$ cat config.mk
export PLATFORM = sky130hd
export DESIGN_NAME = alu_md
export DESIGN_NICKNAME = d
export VERILOG_FILES = /design/src/rtl/alu_md.sv
export SDC_FILE = /design/constraint.sdc
export NUM_CORES = 1
export LEC_CHECK = 0
export CAP_MARGIN = 40
export CORE_ASPECT_RATIO = 0.8
export CORE_MARGIN = 1
export CORE_UTILIZATION = 60
export DETAILED_ROUTE_END_ITERATION = 16
export PLACE_DENSITY = 0.87
export SETUP_SLACK_MARGIN = 0.5
export SLEW_MARGIN = 30
export SYNTH_ARGS = -nofsm -noshare
export SYNTH_HDL_FRONTEND = slang
export SYNTH_SLANG_ARGS = --single-unit
$ cat constraint.sdc
create_clock -name clk -period 5.1 [get_ports clk]
set_input_delay 0.765 -clock clk [delete_from_list [all_inputs] [get_ports clk]]
set_output_delay 0.765 -clock clk [all_outputs]
set_load 0.05 [all_outputs]
$ cat src/rtl/alu_md.sv
// Multi-cycle integer ALU: single-cycle base ops, plus iterative multiply/divide
// when the ALU_MD_MEXT_EN macro is defined (otherwise ops 10-17 are illegal and return 0).
module alu_md #(
  parameter int XLEN = 32,
  parameter int SHW  = $clog2(XLEN)
) (
  input  logic            clk,
  input  logic            rst,
  input  logic            in_valid,
  output logic            in_ready,
  input  logic [4:0]      op,
  input  logic [XLEN-1:0] src1,
  input  logic [XLEN-1:0] src2,
  output logic            out_valid,
  input  logic            out_ready,
  output logic [XLEN-1:0] result
);

  typedef enum logic [1:0] {
    IDLE = 2'd0,
`ifdef ALU_MD_MEXT_EN
    CALC = 2'd1,
`endif
    DONE = 2'd2
  } state_t;

  state_t          r_state;
  logic [XLEN-1:0] r_result;
  logic [XLEN-1:0] w_base;
  logic [SHW-1:0]  w_shamt;

  assign in_ready  = (r_state == IDLE) && !rst;
  assign out_valid = (r_state == DONE);
  assign result    = r_result;
  assign w_shamt   = src2[SHW-1:0];

  always_comb begin
    w_base = '0;
    case (op)
      5'd0:    w_base = src1 & src2;
      5'd1:    w_base = src1 | src2;
      5'd2:    w_base = src1 + src2;
      5'd3:    w_base = src1 - src2;
      5'd4:    w_base = src1 ^ src2;
      5'd5:    w_base[0] = $signed(src1) < $signed(src2);
      5'd6:    w_base = src1 << w_shamt;
      5'd7:    w_base = src1 >> w_shamt;
      5'd8:    w_base = $signed(src1) >>> w_shamt;
      5'd9:    w_base[0] = src1 < src2;
      default: w_base = '0;
    endcase
  end

`ifdef ALU_MD_MEXT_EN
  logic [4:0]        r_op;
  logic [XLEN-1:0]   r_src1, r_src2;
  logic [XLEN-1:0]   r_a, r_hi, r_lo;
  logic [SHW-1:0]    r_cnt;
  logic              r_neg, r_rneg;

  logic              w_is_m, w_is_div;
  logic              w_s1_signed, w_s2_signed, w_s1_neg, w_s2_neg;
  logic [XLEN-1:0]   w_mag1, w_mag2;
  logic [XLEN:0]     w_sum, w_rsh;
  logic [XLEN-1:0]   w_rdiff;
  logic              w_ge;
  logic [XLEN-1:0]   w_nhi, w_nlo, w_mres;
  logic [2*XLEN-1:0] w_prod;

  assign w_is_m      = (op >= 5'd10) && (op <= 5'd17);
  assign w_is_div    = (op >= 5'd14);
  assign w_s1_signed = (op == 5'd11) || (op == 5'd12) || (op == 5'd14) || (op == 5'd16);
  assign w_s2_signed = (op == 5'd11) || (op == 5'd14) || (op == 5'd16);
  assign w_s1_neg    = w_s1_signed & src1[XLEN-1];
  assign w_s2_neg    = w_s2_signed & src2[XLEN-1];
  assign w_mag1      = w_s1_neg ? -src1 : src1;
  assign w_mag2      = w_s2_neg ? -src2 : src2;

  // r_hi:r_lo is the product (multiply) or remainder:quotient (divide);
  // the final result is taken from the next-step values so the last iteration and writeback share an edge.
  always_comb begin
    w_sum   = r_lo[0] ? ({1'b0, r_hi} + {1'b0, r_a}) : {1'b0, r_hi};
    w_rsh   = {r_hi, r_lo[XLEN-1]};
    w_ge    = (w_rsh >= {1'b0, r_a});
    w_rdiff = w_rsh[XLEN-1:0] - r_a;
    if (r_op >= 5'd14) begin
      w_nhi = w_ge ? w_rdiff : w_rsh[XLEN-1:0];
      w_nlo = {r_lo[XLEN-2:0], w_ge};
    end else begin
      w_nhi = w_sum[XLEN:1];
      w_nlo = {w_sum[0], r_lo[XLEN-1:1]};
    end
    w_prod = r_neg ? -{w_nhi, w_nlo} : {w_nhi, w_nlo};
    case (r_op)
      5'd10:                  w_mres = w_prod[XLEN-1:0];
      5'd11, 5'd12, 5'd13:    w_mres = w_prod[2*XLEN-1:XLEN];
      5'd14, 5'd15:           w_mres = (r_src2 == '0) ? '1 : (r_neg ? -w_nlo : w_nlo);
      5'd16, 5'd17:           w_mres = (r_src2 == '0) ? r_src1 : (r_rneg ? -w_nhi : w_nhi);
      default:                w_mres = '0;
    endcase
  end
`endif

  always_ff @(posedge clk) begin
    if (rst) begin
      r_state  <= IDLE;
      r_result <= '0;
`ifdef ALU_MD_MEXT_EN
      r_op     <= '0;
      r_src1   <= '0;
      r_src2   <= '0;
      r_a      <= '0;
      r_hi     <= '0;
      r_lo     <= '0;
      r_cnt    <= '0;
      r_neg    <= 1'b0;
      r_rneg   <= 1'b0;
`endif
    end else begin
      case (r_state)
        IDLE: begin
          if (in_valid) begin
`ifdef ALU_MD_MEXT_EN
            if (w_is_m) begin
              r_op   <= op;
              r_src1 <= src1;
              r_src2 <= src2;
              r_neg  <= w_s1_neg ^ w_s2_neg;
              r_rneg <= w_s1_neg;
              r_cnt  <= '0;
              r_hi   <= '0;
              if (w_is_div) begin
                r_a  <= w_mag2;
                r_lo <= w_mag1;
              end else begin
                r_a  <= w_mag1;
                r_lo <= w_mag2;
              end
              r_state <= CALC;
            end else
`endif
            begin
              r_result <= w_base;
              r_state  <= DONE;
            end
          end
        end
`ifdef ALU_MD_MEXT_EN
        CALC: begin
          r_hi  <= w_nhi;
          r_lo  <= w_nlo;
          r_cnt <= r_cnt + 1'b1;
          if (r_cnt == '1) begin
            r_result <= w_mres;
            r_state  <= DONE;
          end
        end
`endif
        DONE: begin
          if (out_ready) r_state <= IDLE;
        end
        default: r_state <= IDLE;
      endcase
    end
  end

endmodule

* Yosys cells after proc, flatten, opt, wreduce, memory -nomap -nowiden *
Index checks and enable logic that the tools add are counted.

word-level totals
  output and inout port bits = 34
  bits of input ports = 73
  logic and storage cells = 35
  register bits = 34

operators by class
  muxes and demuxes = 5
  bitwise operators = 3
  order comparisons = 2
  reductions and logical operators = 6
  eq/ne operators = 12
  shift operators = 3
  $add $sub $neg = 2

operator list
  kind                  number
  $pmux W31 S8          1
  $lt A32 B32 Y1        2
  $add A32 B32 Y32      1
  $and A32 B32 Y32      1
  $or A32 B32 Y32       1
  $shl A32 B5 Y32       1
  $shr A32 B5 Y32       1
  $sshr A32 B5 Y32      1
  $sub A32 B32 Y32      1
  $xor A32 B32 Y32      1
  $eq A5 B3 Y1 const B  4
  $eq A5 B2 Y1 const B  2
  $eq A5 B4 Y1 const B  2
  $pmux W1 S10          1
  $eq A5 B1 Y1 const B  1
  $logic_not A5 Y1      1
  $mux W2               2
  $pmux W2 S2           1
  $reduce_and A2 Y1     2
  $eq A2 B2 Y1 const B  1
  $logic_not A2 Y1      1
  $ne A2 B1 Y1 const B  1
  $ne A2 B2 Y1 const B  1
  $logic_and A1 B1 Y1   1
  $logic_not A1 Y1      1

* Logic depth before layout (Yosys ltp) *
Gate-level depths: netlist (run 1).

  depth after elaboration = 3
  depth in mapped cells = 15
  depth with buffers taken out = 13

* Worst setup path before layout (run 1) *
No wires, ideal clock.

  path kind = input to register
  from = input src2[2]
  to = register r_result[30], in the netlist result[30]
  path buffers = 3
  setup time = 0.120 ns
  stages on the path = 14
  arrival time = 3.899 ns
  data required time = 4.980 ns
  slack = 1.081 ns
  cells stage by stage = buf_2 > inv_2 > buf_1 > clkbuf_1 > ha_1 > a21oi_1 > o221ai_1 > a211oi_1 > o31a_1 > o211a_1 > o21a_1 > o41ai_2 > mux2i_1 > o31a_1

between the ends
  cells in the longest elaborated chain, start to end = 2
  elaborated cells on any way between the ends = 6
  classes of those cells = add/sub (2); shift (3); mux (1)

RTL lines
  item                                            line  source
  start, declared                                 13    input logic [XLEN-1:0] src2,
  $sub A32 B32 Y32, or another cell as far along  43    5'd3: w_base = src1 - src2;
  $pmux W31 S8 (*)                                39    case (op)
  end signal, assigned                            143   r_result <= w_base;
  end, declared                                   28    logic [XLEN-1:0] r_result;

Mark *: on every way between the ends. The rest lies on a longest branch, timed or not.
A chain may end at the register's enable or synchronous reset.

* Final worst setup path (run 1) *
  from = input src1[10]
  to = register r_result[28], in the netlist result[28]

between the ends
  cells in the longest elaborated chain, start to end = 2
  elaborated cells on any way between the ends = 6
  classes of those cells = add/sub (2); shift (3); mux (1)

RTL lines
  item                                            line  source
  start, declared                                 12    input logic [XLEN-1:0] src1,
  $sub A32 B32 Y32, or another cell as far along  43
  $pmux W31 S8 (*)                                39

Marked as above.

==> summary.md, run 1 <==
| Metric | Value |
|---|---|
| Status | finished clean |
| Cell row count | 40 |
| Global route hottest layer | met2 |
| Pin count of the biggest net entering global routing | between 80 and 90 |
| Max_slew headroom | 0.4825 |
| Resized Gates After CTS | 0 |
| Max Fclk | 0.2381 GHz |
| Detailed-route via count | 11,820 |
| Max-Cap Viols | 0 |
| Register bit count reported by yosys | 33 |
| Launch point of the worst path | src1[10] |
| Critical path arrival | roughly 4.4 ns |
| Clk pin slew, worst setup/hold paths | 0.07 ns |
| Clock Path Buffers | 2 |
| Drt drc | 0 |
| Worst R2R Setup Slack | 2.75 ns |
| CP Class | input port to flip-flop |
| TritonRoute pass-1 iters | 8 |
| Hold_sp | result[5] |
| Ys flop type | dfxtp_1 |
| Final Critical Period | between 4 and 5 ns |
| Worst Setup Slack, final | 0.8992 ns |
| M3 GR Usage | 0.1999 |
| IO Count | 107 |
| Synth cell types | 80 |
| Final period utilization | 0.8237 |
| Post-synth ARST share | 0 |
| Fraction of layout cells with a size suffix above 1 | 0.08736 |
| Fin. max-slew vios | 0 |
| Post-DP HPWL | 32.31 mm |
| Setup Buffers After CTS | 0 |
| Area of the mapped netlist | roughly 0.0096 mm^2 |
| Final Hold Fails | 0 |
| DRT iter0 DRCs | between 1,500 and 2,000 |
| Setup violators final | 0 |
| Worst VDD drop | 0.1057 mV |
| Initial antenna violation count | 0 |
| Vias/cell | 7.305 |
| Die X-Extent | 143.2 um |
| Gp weighted congestion | 1.054 |
| Mean Syn Cell Area | 7.018 um^2 |
| Terminus of the critical flop-to-flop path | result[24] |
| GR Util met1 | 0.6719 |
| Chip height | 114.9 um |
| # H-tree levels | 2 |
| RSZ-0062 raised after global routing | false |
| Worst min-delay path class | flip-flop to flip-flop |
| Grt ovf | 0 |
| Vias in the first global route | roughly 11,000 |
| Tot GR Track Use | 0.5161 |
| Fill count | 1,314 |
| Core ar. | between 0.015 and 0.02 mm^2 |
| Setup TNS | 0 ns |
| DRT antenna net count | 0 |
| Met2 Usage GRT | 0.7158 |
| Worst path max stage delay | 0.77 ns |
| Number of synthesized flops with an enable pin | 0 |
| Area Overhead vs Synth | 13.92% |
| CP required | 5.31 ns |
| Dpl cell area | about 0.011 mm^2 |
| Worst Hold Slack | ~0.47 ns |
| First-pass GRT wire length | roughly 64 mm |
| Reg-to-reg critical path startpoint | r_state[1] |
| # diodes | 0 |
| WL per Instance | 26.19 um |
| PwrDens | 152.9 mW/mm^2 |
| TritonCTS Buffers | 5 |
| Initial Util | 0.6246 |
| CTS tree | yes |
| Clock root cell | clkbuf_16 |
| Final instance area | 0.01090 mm^2 |
| Startpoint Class | input port |
| Lkg Pwr | about 4.6 nW |
| Nets | roughly 1,600 |
| Hold-fix buffers, CTS | 0 |
| Synth top area cells | ha_1 13%, mux4_2 7.8%, dfxtp_1 6.9% |
| Setup WS pre-CTS | 0.7281 ns |
| Clock Skew | 0.007314 ns |
| Register area share after synthesis | 0.06906 |
| DIE AREA | 0.01645 mm^2 |
| CP max FO | 13 |
| Clk_lat worst skew | 0.30 ns |
| Cells on worst reg2reg path | 9 |
| Yosys warnings | 0 |
| IO Port Bufs | 106 |
| Worst Setup End Kind | flip-flop |
| Post-Syn Instances | 1,363 |
| Cells along the critical path | clkdlybuf4s50_1 > inv_1 > ha_1 > nor3_1 > nand2_1 > a21o_1 > a31oi_1 > o21ai_1 > and2_1 > o31a_1 > o2111a_1 > a211oi_1 |
| Hold path cells | 2 |
| Yosys top cell by area | ha_1 |
| Worst Hold End | result[5] |
| Synth top area share | 0.1308 |
| Routed wire length | 42.38 mm |
| Total clock sinks | 33 |
| Syn_nets | approximately 1,500 |
| CP max-delay cell | clkdlybuf4s50_1 |
| Worst Max-Slew Pin Slew | roughly 0.77 ns |
==> report_power, final <==
| group | total [mW] | switching (mW) | internal, mW |
|---|---|---|---|
| clock network | 0.387 | 0.155 | 0.232 |
| logic | 1.01 | 0.642 | 0.372 |
| registers | 0.265 | 0.00313 | 0.262 |
==> cell usage after synthesis (17+ instances only) <==
cell type,count
clkbuf_1,71
inv_1,101
nand3_1,30
o211ai_1,21
a221oi_1,24
nor3_1,27
ha_1,100
a211oi_1,23
buf_2,23
a22oi_1,17
nor2_1,130
nand2_1,139
a21oi_1,123
mux2_2,21
mux4_2,33
mux2i_1,66
dfxtp_1,33
o21ai_0,95
==> state kept, by name, indices dropped and copies added (netlist names) <==
signal and cells:
result 32, r_state 1
==> cell families after synthesis <==
kind of cell,Yosys count,share of synthesized area
mux,121,0.1727
fa+ha+maj,102,0.1350
simple gates,403,0.1922
flops,33,0.06906
buf+inv,214,0.08895
compound gates,471,0.3248
xor+xnor,19,0.01740
==> layer usage <==
metal	part of all wire	wire (um)
met1	0.38	16020
met2	0.38	16280
met3	0.17	7101
met4	0.070	2968
met5	0	0
==> worst max path at each step <==
stage | end | slack (ns)
2_1_floorplan | result[30] | 1.08
3_3_place_gp | result[27] | 0.83
3_5_place_dp | result[27] | 0.73
4_1_cts | result[27] | 1.02
5_1_grt | result[23] | 0.66
6_report | result[28] | 0.90
==> cell usage in the layout (no fill, tap or decap), types with 21 or more instances in the layout <==
| cell type | Yosys | layout |
|---|---|---|
| a211oi_1 | 23 | 23 |
| a21oi_1 | 123 | 123 |
| a221oi_1 | 24 | 24 |
| buf_4 | 3 | 40 |
| clkdlybuf4s50_1 | 0 | 100 |
| dfxtp_1 | 33 | 33 |
| ha_1 | 100 | 100 |
| inv_1 | 101 | 101 |
| mux2_2 | 21 | 21 |
| mux2i_1 | 66 | 66 |
| mux4_2 | 33 | 33 |
| nand2_1 | 139 | 139 |
| nand3_1 | 30 | 30 |
| nor2_1 | 130 | 130 |
| nor3_1 | 27 | 26 |
| o211ai_1 | 21 | 21 |
| o21ai_0 | 95 | 95 |
==> cell type report <==
| cell class | count | area, um^2 | area share |
|---|---|---|---|
| multi-input combinational | 1116 | 8059 | 0.7396 |
| timing repair buffer | 148 | 1356 | 0.1245 |
| sequential | 33 | 660.6 | 0.06063 |
| inverter | 103 | 386.6 | 0.03548 |
| tap | 210 | 262.8 | 0.02411 |
| clock buffer | 5 | 125.1 | 0.01148 |
| clock inverter | 3 | 46.29 | 0.004248 |
==> per-stage QoR <==
stage | instances | utilization | power (mW)
finish | 1618 | 0.7115 | 1.666
CTS | 1618 | 0.7115 | 1.605
floorplan | 1363 | - | 0.9059
detailed placement | 1610 | 0.7003 | 1.227
global placement | 1608 | 0.6997 | 1.217
global route | 1618 | 0.7115 | 1.717
==> critical path, delay by kind of cell <==
kind            cells  cell delay, ns
compound gates      6            1.54
buf+inv             2            0.86
simple gates        3            0.82
fa+ha+maj           1            0.42
Power figures use the tool's default switching activity.
==> inputs of run 2 (changes only) <==
CORE_UTILIZATION = 54   (was 60)
PLACE_DENSITY = 0.83   (was 0.87)
clock period = 3.7 ns   (was 5.1 ns; I/O delays follow)
==> summary.md, run 2 (synthesized netlist as in run 1, its figures left out) <==
| Metric | Value |
|---|---|
| Status | finished clean |
| Area Overhead vs Synth | 29.68% |
| Detailed-route via count | 12,320 (+4.2%) |
| TritonCTS Buffers | 5 (unchanged) |
| Finished Layout Cells | 1,749 (+8.1%) |
| Worst VDD drop | 0.1395 mV (+32%) |
| WL per Instance | 25.82 um (-1.4%) |
| Worst Setup Slack, final | 0.5185 ns (-0.3807 ns) |
| Worst Setup End Kind | flip-flop |
| Final period utilization | 0.8599 |
| Clock Path Buffers | 2 (unchanged) |
| Vias in the first global route | 11,030 (+3.8%) |
| DIE AREA | 0.01825 mm^2 (+11%) |
| Post-DP HPWL | 34.44 mm (+6.6%) |
| Pin count of the biggest net entering global routing | 82 (+1.2%) |
| CTS tree | yes |
| Commonest non-fill, non-tap cell in the layout | buf_4 |
| Drt drc | 0 (unchanged) |
| Max reg flops | 32 (unchanged) |
| Critical path arrival | 3.34 ns (-1.07 ns) |
| Nets | 1,698 (+7.3%) |
| Clock Skew | 0.006552 ns (-0.0007622 ns) |
| Lkg Pwr | 5.322 nW (+16%) |
| Final Hold Fails | 0 (unchanged) |
| Max_slew headroom | 0.3833 (-0.09920) |
| Max Fclk | 0.3143 GHz |
| Initial antenna violation count | 0 (unchanged) |
| CP max FO | 11 (-2) |
| Clk_lat worst skew | 0.30 ns (about the same) |
| CP required | 3.86 ns (-1.45 ns) |
| # diodes | 0 (unchanged) |
| Vias/cell | 7.045 (-3.6%) |
| Gp weighted congestion | 1.098 (+4.2%) |
| Tot GR Track Use | 0.4827 (-0.03340) |
| Max-Cap Viols | 0 (unchanged) |
| Worst min-delay path class | flip-flop to flip-flop |
| Chip height | 121.0 um (+5.3%) |
| CP Class | input port to flip-flop |
| Worst Max-Slew Pin Slew | 0.9135 ns (+0.1401 ns) |
| Fin. max-slew vios | 0 (unchanged) |
| Clock root cell | clkbuf_16 |
| Core ar. | 0.01732 mm^2 (+13%) |
| Setup violators final | 0 (unchanged) |
| Clk pin slew, worst setup/hold paths | 0.07 ns (about the same) |
| DRT antenna net count | 0 (unchanged) |
| First-pass GRT wire length | 66.24 mm (+4.0%) |
| Startpoint Class | input port |
| Grt ovf | 0 (unchanged) |
| Dpl cells | 1,725 (+7.1%) |
| Fraction of layout cells with a size suffix above 1 | 0.2146 (+0.1272) |
| Die X-Extent | 150.8 um (+5.3%) |
| # H-tree levels | 2 (unchanged) |
| Setup WS pre-CTS | -0.05950 ns (-0.7876 ns) |
| RSZ-0062 raised after global routing | true |
| Cell row count | 43 (+7.5%) |
| Most frequent cells in the layout | 147 x buf_4, 136 x nand2_1, 125 x nor2_1 |
| IO Count | 107 (unchanged) |
| Routed wire length | 45.16 mm (+6.6%) |
| Total clock sinks | 33 (unchanged) |
| Final Critical Period | 3.181 ns |
| IO Port Bufs | 106 (unchanged) |
| DRT iter0 DRCs | 1,910 (+2.9%) |
| Initial Util | 0.5521 (-0.07245) |
| TritonRoute pass-1 iters | 6 (-2) |
| PwrDens | 208.5 mW/mm^2 (+36%) |
-- run 2: changes by cell type in the layout (fill, tap and decap cells not counted), moves of 12 or more --
cell / change
buf_4: +107
ha_1: -22
inv_1: -18
dlymetal6s2s_1: +12
inv_2: +17
ha_4: +18
clkdlybuf4s50_1: -29
-- run 2: final timing paths --
| path | startpoint | end | slack (ns) | cells after the start |
|---|---|---|---|---|
| worst min register to register | result[5] | result[5] | 0.48 | 2 |
| worst max register to register | r_state[1] | result[24] | 1.50 | 7 |
| worst min-delay path | result[5] | result[5] | 0.48 | 2 |
| worst max-delay path | src1[20] | result[26] | 0.52 | 11 |
-- run 2: power breakdown --
| group | switching [mW] | internal, mW | leakage [nW] | total, mW |
|---|---|---|---|---|
| Combinational | 0.975 | 0.659 | 4.96 | 1.63 |
| Sequential | 0.00417 | 0.361 | 0.266 | 0.365 |
| Clock | 0.201 | 0.386 | 0.0938 | 0.587 |
-- run 2: stage by stage --
step / cell area, um^2 / setup TNS (ns) / power (mW) / hold WS, ns / util
2_1_floorplan: 9681 / 0 / 1.265 / 0.6711 / -
3_3_place_gp: 11640 / 0 / 1.816 / 0.4586 / 0.6718
3_5_place_dp: 11640 / -0.1885 / 1.830 / 0.4610 / 0.6718
4_1_cts: 12060 / 0 / 2.449 / 0.4812 / 0.6963
5_1_grt: 12400 / 0 / 2.681 / 0.5003 / 0.7160
6_report: 12400 / 0 / 2.586 / 0.4827 / 0.7160
-- run 2: repair_timing --
item                                    in CTS  in global routing
buffers inserted                             7                  9
resized for setup                           60                 83
pin swaps                                   18                 27
endpoints found under the setup margin      21                 24
hold buffers                                 0                  0
-- run 2: worst max-delay path, cell delays in order --
cell and delay [ns]:
clkdlybuf4s50_1 0.48, inv_1 0.14, ha_1 0.34, buf_4 0.20, or4_1 0.47, nor3_1 0.15
o21ai_1 0.16, and2_1 0.23, o311a_1 0.31, a211oi_1 0.21, a221oi_1 0.10
-- run 2: metal layers --
layer	vias up	global-route usage	wire length, um
met4	0	0.2494	2965
met2	1103	0.6829	17980
met3	195	0.1312	6640
li1	5342	-	-
met1	5681	0.6622	17570
met5	-	0	0
-- run 2: area by class of cell --
| type | instances | area, um^2 |
|---|---|---|
| Multi-Input combinational cell | 1116 | 8549 |
| Fill cell | 1409 | 4920 |
| Timing Repair Buffer | 264 | 2328 |
| Sequential cell | 33 | 660.6 |
| Inverter | 103 | 394.1 |
| Tap cell | 225 | 281.5 |
| Clock buffer | 5 | 125.1 |
| Clock inverter | 3 | 65.06 |
